==> src/rtl/byte_memory_reader_if.sv <==
// Signal bundle between a byte store / bit-serial consumer and the byte_memory_reader.
// master = requester and consumer side, slave = the reader itself.
interface byte_memory_reader_if #(
  parameter int WIDTH = 8
);
  logic [WIDTH-1:0] memory;
  logic             read_req;
  logic             read_ready;
  logic             serial_out;
  logic             serial_valid;
  logic             serial_ready;
  logic             busy;
  logic             done;
  logic [1:0]       dbg_state;

  modport master (
    output memory, read_req, serial_ready,
    input  read_ready, serial_out, serial_valid, busy, done, dbg_state
  );

  modport slave (
    input  memory, read_req, serial_ready,
    output read_ready, serial_out, serial_valid, busy, done, dbg_state
  );
endinterface

==> src/rtl/byte_memory_reader.sv <==
// Snapshots the stored word on a read request and streams it out one bit per
// accepted beat. Handshakes: a transfer happens on a cycle where valid & ready are both 1.
module byte_memory_reader #(
  parameter int WIDTH     = 8,
  parameter bit MSB_FIRST = 1'b0
) (
  input  logic                  clk,
  input  logic                  reset,
  byte_memory_reader_if.slave   bus
);
  localparam int CNT_W = $clog2(WIDTH);

  typedef enum logic [1:0] {
    IDLE  = 2'd0,
    SHIFT = 2'd1,
    DONE  = 2'd2
  } state_t;

  state_t           state;
  state_t           state_nxt;
  logic [WIDTH-1:0] shift_reg;
  logic [CNT_W-1:0] bit_cnt;
  logic             capture;
  logic             beat;
  logic             last_beat;

  always_ff @(posedge clk) begin
    if (reset) begin
      state     <= IDLE;
      shift_reg <= '0;
      bit_cnt   <= '0;
    end else begin
      state <= state_nxt;
      if (capture) begin
        shift_reg <= bus.memory;
        bit_cnt   <= '0;
      end else if (beat) begin
        shift_reg <= MSB_FIRST ? {shift_reg[WIDTH-2:0], 1'b0}
                               : {1'b0, shift_reg[WIDTH-1:1]};
        // Hold the count on the final beat so it never wraps mid-transfer.
        if (!last_beat) bit_cnt <= bit_cnt + 1'b1;
      end
    end
  end

  always_comb begin
    state_nxt = state;
    capture   = 1'b0;
    beat      = 1'b0;
    last_beat = 1'b0;
    case (state)
      IDLE: begin
        if (bus.read_req) begin
          capture   = 1'b1;
          state_nxt = SHIFT;
        end
      end
      SHIFT: begin
        beat      = bus.serial_ready;
        last_beat = beat && (bit_cnt == CNT_W'(WIDTH - 1));
        if (last_beat) state_nxt = DONE;
      end
      DONE:    state_nxt = IDLE;
      default: state_nxt = IDLE;
    endcase
  end

  assign bus.read_ready   = (state == IDLE);
  assign bus.busy         = (state == SHIFT);
  assign bus.serial_valid = (state == SHIFT);
  assign bus.done         = (state == DONE);
  assign bus.serial_out   = (state == SHIFT) &&
                            (MSB_FIRST ? shift_reg[WIDTH-1] : shift_reg[0]);
  assign bus.dbg_state    = state;

endmodule

==> src/flat_wrapper.sv <==
// flat-port wrapper written by rule: the top's interface ports become plain ports
module byte_memory_reader_flat 
#(
  parameter int WIDTH     = 8,
  parameter bit MSB_FIRST = 1'b0
)
  (clk, reset, bus_memory, bus_read_req, bus_serial_ready, bus_read_ready, bus_serial_out, bus_serial_valid, bus_busy, bus_done, bus_dbg_state);
  byte_memory_reader_if #(.WIDTH(WIDTH)) bus_i ();
  input  logic clk;
  input  logic reset;
  input wire logic [$bits(bus_i.memory)-1:0] bus_memory;
  input wire logic [$bits(bus_i.read_req)-1:0] bus_read_req;
  input wire logic [$bits(bus_i.serial_ready)-1:0] bus_serial_ready;
  output wire logic [$bits(bus_i.read_ready)-1:0] bus_read_ready;
  output wire logic [$bits(bus_i.serial_out)-1:0] bus_serial_out;
  output wire logic [$bits(bus_i.serial_valid)-1:0] bus_serial_valid;
  output wire logic [$bits(bus_i.busy)-1:0] bus_busy;
  output wire logic [$bits(bus_i.done)-1:0] bus_done;
  output wire logic [$bits(bus_i.dbg_state)-1:0] bus_dbg_state;
  assign bus_i.memory = bus_memory;
  assign bus_i.read_req = bus_read_req;
  assign bus_i.serial_ready = bus_serial_ready;
  assign bus_read_ready = bus_i.read_ready;
  assign bus_serial_out = bus_i.serial_out;
  assign bus_serial_valid = bus_i.serial_valid;
  assign bus_busy = bus_i.busy;
  assign bus_done = bus_i.done;
  assign bus_dbg_state = bus_i.dbg_state;
  byte_memory_reader #(.WIDTH(WIDTH), .MSB_FIRST(MSB_FIRST)) u_core (.clk(clk), .reset(reset), .bus(bus_i));
endmodule
==> config.mk <==
export PLATFORM = sky130hd
export DESIGN_NAME = byte_memory_reader_flat
export DESIGN_NICKNAME = d
export VERILOG_FILES = /design/src/rtl/byte_memory_reader_if.sv /design/src/rtl/byte_memory_reader.sv /design/src/flat_wrapper.sv
export SDC_FILE = /design/constraint.sdc
export NUM_CORES = 1
export LEC_CHECK = 0
export ABC_CLOCK_PERIOD_IN_PS = 2800
export CAP_MARGIN = 30
export CORE_MARGIN = 2
export CORE_UTILIZATION = 45
export CTS_BUF_LIST = sky130_fd_sc_hd__clkbuf_4
export DETAILED_ROUTE_END_ITERATION = 8
export GPL_TIMING_DRIVEN = 0
export HOLD_SLACK_MARGIN = 0.03
export PLACE_DENSITY = 0.76
export SLEW_MARGIN = 20
export SYNTH_ARGS = -nofsm -noshare
export SYNTH_HDL_FRONTEND = slang
export SYNTH_SLANG_ARGS = --single-unit
==> constraint.sdc <==
create_clock -name clk -period 2.8 [get_ports clk]
set_clock_uncertainty 0.05 [all_clocks]
set_input_delay 0.56 -clock clk [delete_from_list [all_inputs] [get_ports clk]]
set_output_delay 0.56 -clock clk [all_outputs]
set_load 0.02 [all_outputs]
# [After elaboration in Yosys (flattened, before gate mapping)]
# Index checks and enable logic that the tools add are counted.
[totals] n_memories=0 latchBits=0 inputBits=12 mem_bits_rw=0 romBits=0 reg_bits=13 word_cells=26
[op_classes] addsub=1 magnitude_cmp=0 eq_ne=5 bitwise_logic=1 reduce_logical=7 n_shift=0 mux=9 mul=0 div_mod_pow=0
[ops] op="8-bit 2-to-1 mux" count=2
[ops] op="1-bit 2-to-1 mux" count=4
[ops] op="2-bit 2-to-1 mux" count=2
[ops] op="2-bit one-hot mux with 2 select lines" count=1
[ops] op="2-bit AND reduction" count=2
[ops] op="3-bit by 1-bit adder with 3-bit output (second input constant)" count=1
[ops] op="3-bit equality test (second input constant)" count=1
[ops] op="2-bit by 1-bit equality test with 1-bit output (second input constant)" count=1
[ops] op="2-bit equality test (second input constant)" count=1
[ops] op="1-bit logical AND" count=2
[ops] op="2-bit zero test" count=1
[ops] op="2-bit by 1-bit inequality test with 1-bit output (second input constant)" count=1
[ops] op="2-bit inequality test (second input constant)" count=1
[ops] op="2-bit nonzero test" count=1
[ops] op="2-bit OR reduction" count=1
[ops] op="1-bit inverter" count=1

# [Longest topological paths before layout]
# Gate-level depths: netlist (run 1).
[logic_depth] word_depth=5 depth_mapped=5 depth_no_buf=5

# [Worst setup path after synthesis (run 1)]
# Ideal clock, no wire load.
[synth_timing] path_type="register -> output" from="register u_core.state[0] (netlist: u_core.bus.dbg_state[0])" to="output port bus_serial_out" path_stages_with_launch=4 t_arrival_ns=1.141 t_required_ns=2.190 slack_ns=1.049 path_buffers=1 cell_sequence="dfxtp_1 -> buf_6 -> and2b_1 -> and2_1"
[synth_via] elab_chain_len=2
[synth_lines] element="start, declared" line_no="byte_memory_reader.sv:19" text="state_t state;"
[synth_lines] element="start signal, assigned" line_no="byte_memory_reader.sv:33" text="state <= state_nxt;"
[synth_lines] element="2-bit by 1-bit equality test with 1-bit output"
[synth_lines] element="via bus_busy" line_no="flat_wrapper.sv:17" text="output wire logic [$bits(bus_i.busy)-1:0] bus_busy;"
[synth_lines] element="1-bit logical AND" line_no="byte_memory_reader.sv:72" text="assign bus.serial_out = (state == SHIFT) &&"
[synth_lines] element="end, declared" line_no="flat_wrapper.sv:15" text="output wire logic [$bits(bus_i.serial_out)-1:0] bus_serial_out;"
# The timed path passes the listed nets, and every way through them passes these cells.

# [Worst setup path after layout (run 1)]
[layout_timing] from="register u_core.state[1] (netlist: u_core.bus.dbg_state[1])" to="output port bus_serial_out"
[layout_via] elab_chain_len=2
[layout_lines] element="2-bit by 1-bit equality test with 1-bit output" line_no="byte_memory_reader.sv:72"
[layout_lines] element="1-bit logical AND" line_no="byte_memory_reader.sv:72"
# Every way passes these cells.

==> results of run 1 <==
==> final timing paths <==
check / end / cells after the start
max: bus_serial_out / 4
min: u_core.shift_reg[7] / 2
max reg2reg: u_core.bit_cnt[1] / 5
min reg2reg: u_core.shift_reg[7] / 2
==> routing by layer <==
| layer | vias up | wire length, µm | part of all wire [%] |
|---|---|---|---|
| met3 | 2 | 81 | 6.5 |
| met2 | 24 | 544 | 44 |
| met5 | - | 0 | 0 |
| li1 | 277 | - | - |
| met1 | 244 | 597 | 48 |
| met4 | 0 | 23 | 1.8 |
==> worst max-delay path, stage by stage, from the launching register on <==
cell and delay, ps:
sky130_fd_sc_hd__dfxtp_1 330, sky130_fd_sc_hd__buf_6 140, sky130_fd_sc_hd__and2b_1 230, sky130_fd_sc_hd__and2_1 130, sky130_fd_sc_hd__clkdlybuf4s50_1 590
==> report_power, final <==
group	leakage [nW]	total (W)	switching (W)	internal, W
Combinational	0.247	0.0000794	0.0000348	0.0000446
Clock	0.0184	0.000126	0.0000614	0.0000650
Sequential	0.107	0.000204	0.00000703	0.000197
==> kinds of logic after synthesis <==
kind of cell,after synthesis
and+or+nand+nor,18
AOI/OAI and AO/OA,16
DFF,13
buffers and inverters,11
muxes,3
adders and majority gates,2
xor gates and xnor gates,1
==> through the flow <==
step	power (W)	hold WS (ps)	cell area [µm²]
6_report	0.000410	450	877
5_1_grt	0.000427	472	877
4_1_cts	0.000414	451	877
3_5_place_dp	0.000287	439	847
3_3_place_gp	0.000286	433	847
2_1_floorplan	0.000253	415	648
==> final cells by class <==
type,instances,area share [%]
Inverter,7,3.00
Clock buffer,4,3.42
Multi-Input combinational cell,40,37.4
Tap cell,15,2.14
Sequential cell,13,29.7
Buffer,4,3.85
Timing Repair Buffer,18,20.5
==> cell usage in the layout, fill, tap and decap left out, drive strengths merged, types with 2 or more instances in the layout <==
cell,n
o221a,7
nor2b,2
clkdlybuf4s50,18
dfxtp,13
nor2,3
ha,2
mux2i,3
a21oi,7
clkbuf,4
nor3,3
buf,4
inv,7
==> results.sh, run 1 <==
export IMPL_outcome="finished, final reports clean"
export IMPL_pin_count=19
export IMPL_share_of_the_yosys_chip_area_belonging_to_registers_pct=40.2
export IMPL_yosysWarnings=0
export IMPL_cts_repair_resized=0
export IMPL_floorplan_core_area_mm2=0.00132
export IMPL_report_final_setup_viol=0
export IMPL_endpoint_kind="output port"
export IMPL_timing_setup_tns_ps=0
export IMPL_synthCells=64
export IMPL_worst_r2r_startpoint="u_core.bit_cnt[0]"
export IMPL_critPathLaunchType="register"
export IMPL_clock_tree_buffer_depth=2
export IMPL_critPathRequiredTime_ps=2190
export IMPL_grt_overflow=0
export IMPL_grt_most_used_layer="met2"
export IMPL_yosysTopAreaCellShare_pct=40.2
export IMPL_combinational_family_with_the_most_area_after_synthesis="simple AND/OR/NAND/NOR gates"
export IMPL_critPathKind="reg -> out"
export IMPL_yosys_register_bits=13
export IMPL_synthAdderAreaFrac_pct=3.86
export IMPL_global_route_usage_total_pct=15.7
export IMPL_met3_usage_pct=4.35
export IMPL_dieHeight_um=42.0
export IMPL_filler_cell_count=109
export IMPL_ff_to_ff_setup_slack_ps=1260
export IMPL_antenna_violating_nets_post_route=0
export IMPL_synth_lib_cells_used_distinct=27
export IMPL_final_min_period_over_clock_period_pct=82.7
export IMPL_global_route_wire_length_before_repair_um=2080
export IMPL_async_set_or_reset_flop_fraction_in_the_synthesized_netlist_pct=0
export IMPL_synth_compound_area_share_pct=19.3
export IMPL_cp_max_fo=9
export IMPL_worst_ep_arrival_ps=1700
export IMPL_final_period_minus_worst_setup_slack_ps=2310
export IMPL_clock_sinks=13
export IMPL_vias=547
export IMPL_final_seq_area_um2=260
export IMPL_leading_register_cell_type_out_of_synthesis="sky130_fd_sc_hd__dfxtp_1"
export IMPL_initial_antenna_violation_count=0
export IMPL_drt_first_iter_violations=14
export IMPL_hpwl_um=924
export IMPL_synth_top_cells_by_area="sky130_fd_sc_hd__dfxtp_1 40%, sky130_fd_sc_hd__o221a_2 12%, sky130_fd_sc_hd__a21oi_1 5.4%, sky130_fd_sc_hd__mux2i_1 4.6%, sky130_fd_sc_hd__inv_1 4.1%"
export IMPL_drt_total_wl_um=1250
export IMPL_cts_root_buf="sky130_fd_sc_hd__clkbuf_4"
export IMPL_postSynthNetCount=78
export IMPL_final_cell_count_no_fill=101
export IMPL_layout_setup_ws_ps=485
export IMPL_reported_max_cap_violation_count=0
export IMPL_globalRouteMet2Util_pct=24.4
export IMPL_drc=0
export IMPL_multiInputGateArea_um2=328
export IMPL_slew_limit_headroom_pct=67.8
export IMPL_critPathLaunch="u_core.bus.dbg_state[1]"
export IMPL_grt_met1_use_pct=19.8
export IMPL_drive_gt1_share_pct=20.9
export IMPL_synthMostInstantiatedCell="sky130_fd_sc_hd__dfxtp_1"
export IMPL_dp_cells=97
export IMPL_post_synth_and_or_nand_nor_area_fraction_pct=21.4
export IMPL_rsz0062_at_grt="false"
export IMPL_gp_routability_congestion=0.747
export IMPL_largest_net_degree_at_the_start_of_global_routing=11
export IMPL_clkLatencyLatePin_ps=280
export IMPL_hold_buffers=0
export IMPL_first_pass_iters=4
export IMPL_netlist_top_cell_by_area="sky130_fd_sc_hd__dfxtp_1"
export IMPL_detail_route_vias_per_cell=5.42
export IMPL_power_per_cell_area_mw_per_mm2=467
export IMPL_dpl_worst_slack_ps=775
export IMPL_area_growth_syn_to_layout_pct=35.3
export IMPL_hold_path_class="reg -> reg"
export IMPL_start_point_of_the_worst_hold_path="u_core.shift_reg[7]"
export IMPL_total_clock_buffers_created_by_cts=3
export IMPL_cellLeakagePower_nw=0.372
export IMPL_design_die_area_mm2=0.00176
export IMPL_vdd_ir_drop_worst_mv=0.253
export IMPL_antenna_cells=0
export IMPL_initial_core_util_pct=49.2
export IMPL_largest_register_ffs=8
export IMPL_synth_edf_count=0
export IMPL_synth_area_per_cell_um2=10.1
export IMPL_list_of_most_frequent_post_synthesis_cells="13 x sky130_fd_sc_hd__dfxtp_1, 7 x sky130_fd_sc_hd__a21oi_1, 7 x sky130_fd_sc_hd__inv_1, 7 x sky130_fd_sc_hd__o221a_2, 3 x sky130_fd_sc_hd__mux2i_1"
export IMPL_synth_cell_area_um2=648
export IMPL_yosys_mux_area_fraction_pct=4.63
export IMPL_port_buffer_count=18
export IMPL_standard_cell_row_count=13
export IMPL_pin_slew_with_the_least_headroom_to_its_limit_ps=483
export IMPL_hold_viol_final=0
export IMPL_final_nets=101
export IMPL_max_freq_mhz=432
export IMPL_postCtsSetupRepairBufs=0
export IMPL_clk_transition_reported_paths_ps=80
export IMPL_wl_per_cell_um=12.3
export IMPL_layout_core_utilization_pct=66.6
export IMPL_report_final_slew_viol_count=0
export IMPL_cts_tree="done"
export IMPL_yosys_area_share_xor_xnor_pct=1.35
export IMPL_die_w_um=42.0
export IMPL_cts_htree_levels=1
export IMPL_first_global_vias=488
(Power assumes the default switching activity.)
==> run 2: changes to the inputs <==
- ABC_CLOCK_PERIOD_IN_PS: 2800 -> 2200
- clock period: 2.8 -> 2.2 ns (I/O delays scaled with it)
==> run 2 against run 1 <==
Count of clock-buffer cells in the layout stayed put. Final cell count stayed put. Sequential share of layout area hardly changed. Hold slack stayed put. Cell area is 0.14% higher. Largest power group unchanged.
==> results.sh, run 2 (synthesized netlist as in run 1, its figures left out) <==
export IMPL_outcome="finished, final reports clean"
export IMPL_grt_overflow=0
export IMPL_initial_core_util_pct=49.2
export IMPL_vdd_ir_drop_worst_mv=0.321
export IMPL_floorplan_core_area_mm2=0.00132
export IMPL_dieHeight_um=42.0
export IMPL_pin_count=19
export IMPL_area_growth_syn_to_layout_pct=35.5
export IMPL_hold_path_class="reg -> reg"
export IMPL_port_buffer_count=18
export IMPL_reported_max_cap_violation_count=0
export IMPL_largest_net_degree_at_the_start_of_global_routing=11
export IMPL_endpoint_kind="output port"
export IMPL_cts_tree="done"
export IMPL_critPathRequiredTime_ps=1710
export IMPL_critPathLaunchType="register"
export IMPL_worst_ep_arrival_ps=1590
export IMPL_clkLatencyLatePin_ps=280
export IMPL_report_final_slew_viol_count=0
export IMPL_critPathKind="reg -> out"
export IMPL_drive_gt1_share_pct=20.9
export IMPL_global_route_wire_length_before_repair_um=2080
export IMPL_cellLeakagePower_nw=0.389
export IMPL_final_nets=101
export IMPL_die_w_um=42.0
export IMPL_pin_slew_with_the_least_headroom_to_its_limit_ps=483
export IMPL_final_min_period_over_clock_period_pct=94.5
export IMPL_design_die_area_mm2=0.00176
export IMPL_most_common_library_cell_in_the_layout_ignoring_fill_and_taps="sky130_fd_sc_hd__clkdlybuf4s50_1"
export IMPL_cts_htree_levels=1
export IMPL_antenna_violating_nets_post_route=0
export IMPL_final_period_minus_worst_setup_slack_ps=2080
export IMPL_drt_first_iter_violations=14
export IMPL_gp_routability_congestion=0.747
export IMPL_hold_buffers=0
export IMPL_final_cell_mix="16 x sky130_fd_sc_hd__clkdlybuf4s50_1, 13 x sky130_fd_sc_hd__dfxtp_1, 7 x sky130_fd_sc_hd__inv_1, 7 x sky130_fd_sc_hd__a21oi_1, 7 x sky130_fd_sc_hd__o221a_2"
export IMPL_slew_limit_headroom_pct=67.8
export IMPL_final_hold_worst_slack_ps=450
export IMPL_report_final_setup_viol=0
export IMPL_clk_transition_reported_paths_ps=80
export IMPL_antenna_cells=0
export IMPL_hpwl_um=924
export IMPL_detail_route_vias_per_cell=5.43
export IMPL_standard_cell_row_count=13
export IMPL_cp_max_fo=9
export IMPL_cts_root_buf="sky130_fd_sc_hd__clkbuf_4"
export IMPL_global_route_usage_total_pct=15.7
export IMPL_rsz0062_at_grt="false"
export IMPL_first_pass_iters=4
export IMPL_drt_total_wl_um=1250
export IMPL_power_per_cell_area_mw_per_mm2=593
export IMPL_largest_register_ffs=8
export IMPL_clock_tree_buffer_depth=2
export IMPL_clock_sinks=13
export IMPL_wl_per_cell_um=12.4
export IMPL_initial_antenna_violation_count=0
export IMPL_total_clock_buffers_created_by_cts=3
export IMPL_drc=0
export IMPL_max_freq_mhz=481
export IMPL_vias=548
export IMPL_first_global_vias=488
export IMPL_hold_viol_final=0
export IMPL_timing_setup_tns_ps=0
-- run 2: cell types whose count changed in the layout (fill, tap and decap cells not counted), sizes merged --
| cell | before | now |
|---|---|---|
| clkdlybuf4s50 | 18 | 16 |
| dlygate4sd2 | 0 | 1 |
| dlymetal6s2s | 0 | 1 |
-- run 2: repair_timing --
| action | CTS | global route |
|---|---|---|
| cloned | 0 | 0 |
| setup buffers | 0 | 0 |
| resized for setup | 1 | 1 |
| pin swaps | 0 | 0 |
| endpoints found under the setup margin | 1 | 1 |
-- run 2: per-layer routing --
metal	share of wire [%]	wire [µm]	global-route usage (%)	up-vias
met4	1.8	23	7.74	0
li1	-	-	-	277
met2	44	545	24.4	24
met5	0	0	0	-
met1	48	597	19.8	245
met3	6.6	83	4.35	2
-- run 2: metrics by stage --
step	cells	total power [W]	instance area [µm²]	utilization (%)	setup slack [ps]
2_1_floorplan	64	0.000322	648	-	569
3_3_place_gp	97	0.000364	847	64.3	329
3_5_place_dp	97	0.000366	847	64.3	295
4_1_cts	101	0.000526	876	66.5	19.5
5_1_grt	101	0.000543	878	66.7	65.3
6_report	101	0.000520	878	66.7	121
-- run 2: path summary, 6_finish.rpt --
path / startpoint / end / slack [ps] / cells after the start
setup / recovery: u_core.bus.dbg_state[1] / bus_busy / 120 / 3
hold / removal: u_core.shift_reg[7] / u_core.shift_reg[7] / 450 / 2
setup reg to reg: u_core.bit_cnt[0] / u_core.bit_cnt[1] / 660 / 5
hold reg to reg: u_core.shift_reg[7] / u_core.shift_reg[7] / 450 / 2
-- run 2: final cells by class --
class	count	area, µm²
Tap cell	15	18.8
Clock buffer	4	30.0
Buffer	4	33.8
Fill cell	109	439
Multi-Input combinational cell	40	328
Timing Repair Buffer	18	181
Inverter	7	26.3
Sequential cell	13	260
-- run 2: where the power goes --
group	switching, W	leakage, nW	internal [W]
combinational	0.0000442	0.263	0.0000559
clock	0.0000782	0.0184	0.0000827
sequential	0.00000894	0.107	0.000251
-- run 2: critical path, stage by stage (launching register included) --
cell and delay, ps:
sky130_fd_sc_hd__dfxtp_1 330, sky130_fd_sc_hd__buf_6 140, sky130_fd_sc_hd__and2b_1 230, sky130_fd_sc_hd__clkdlybuf4s50_1 610
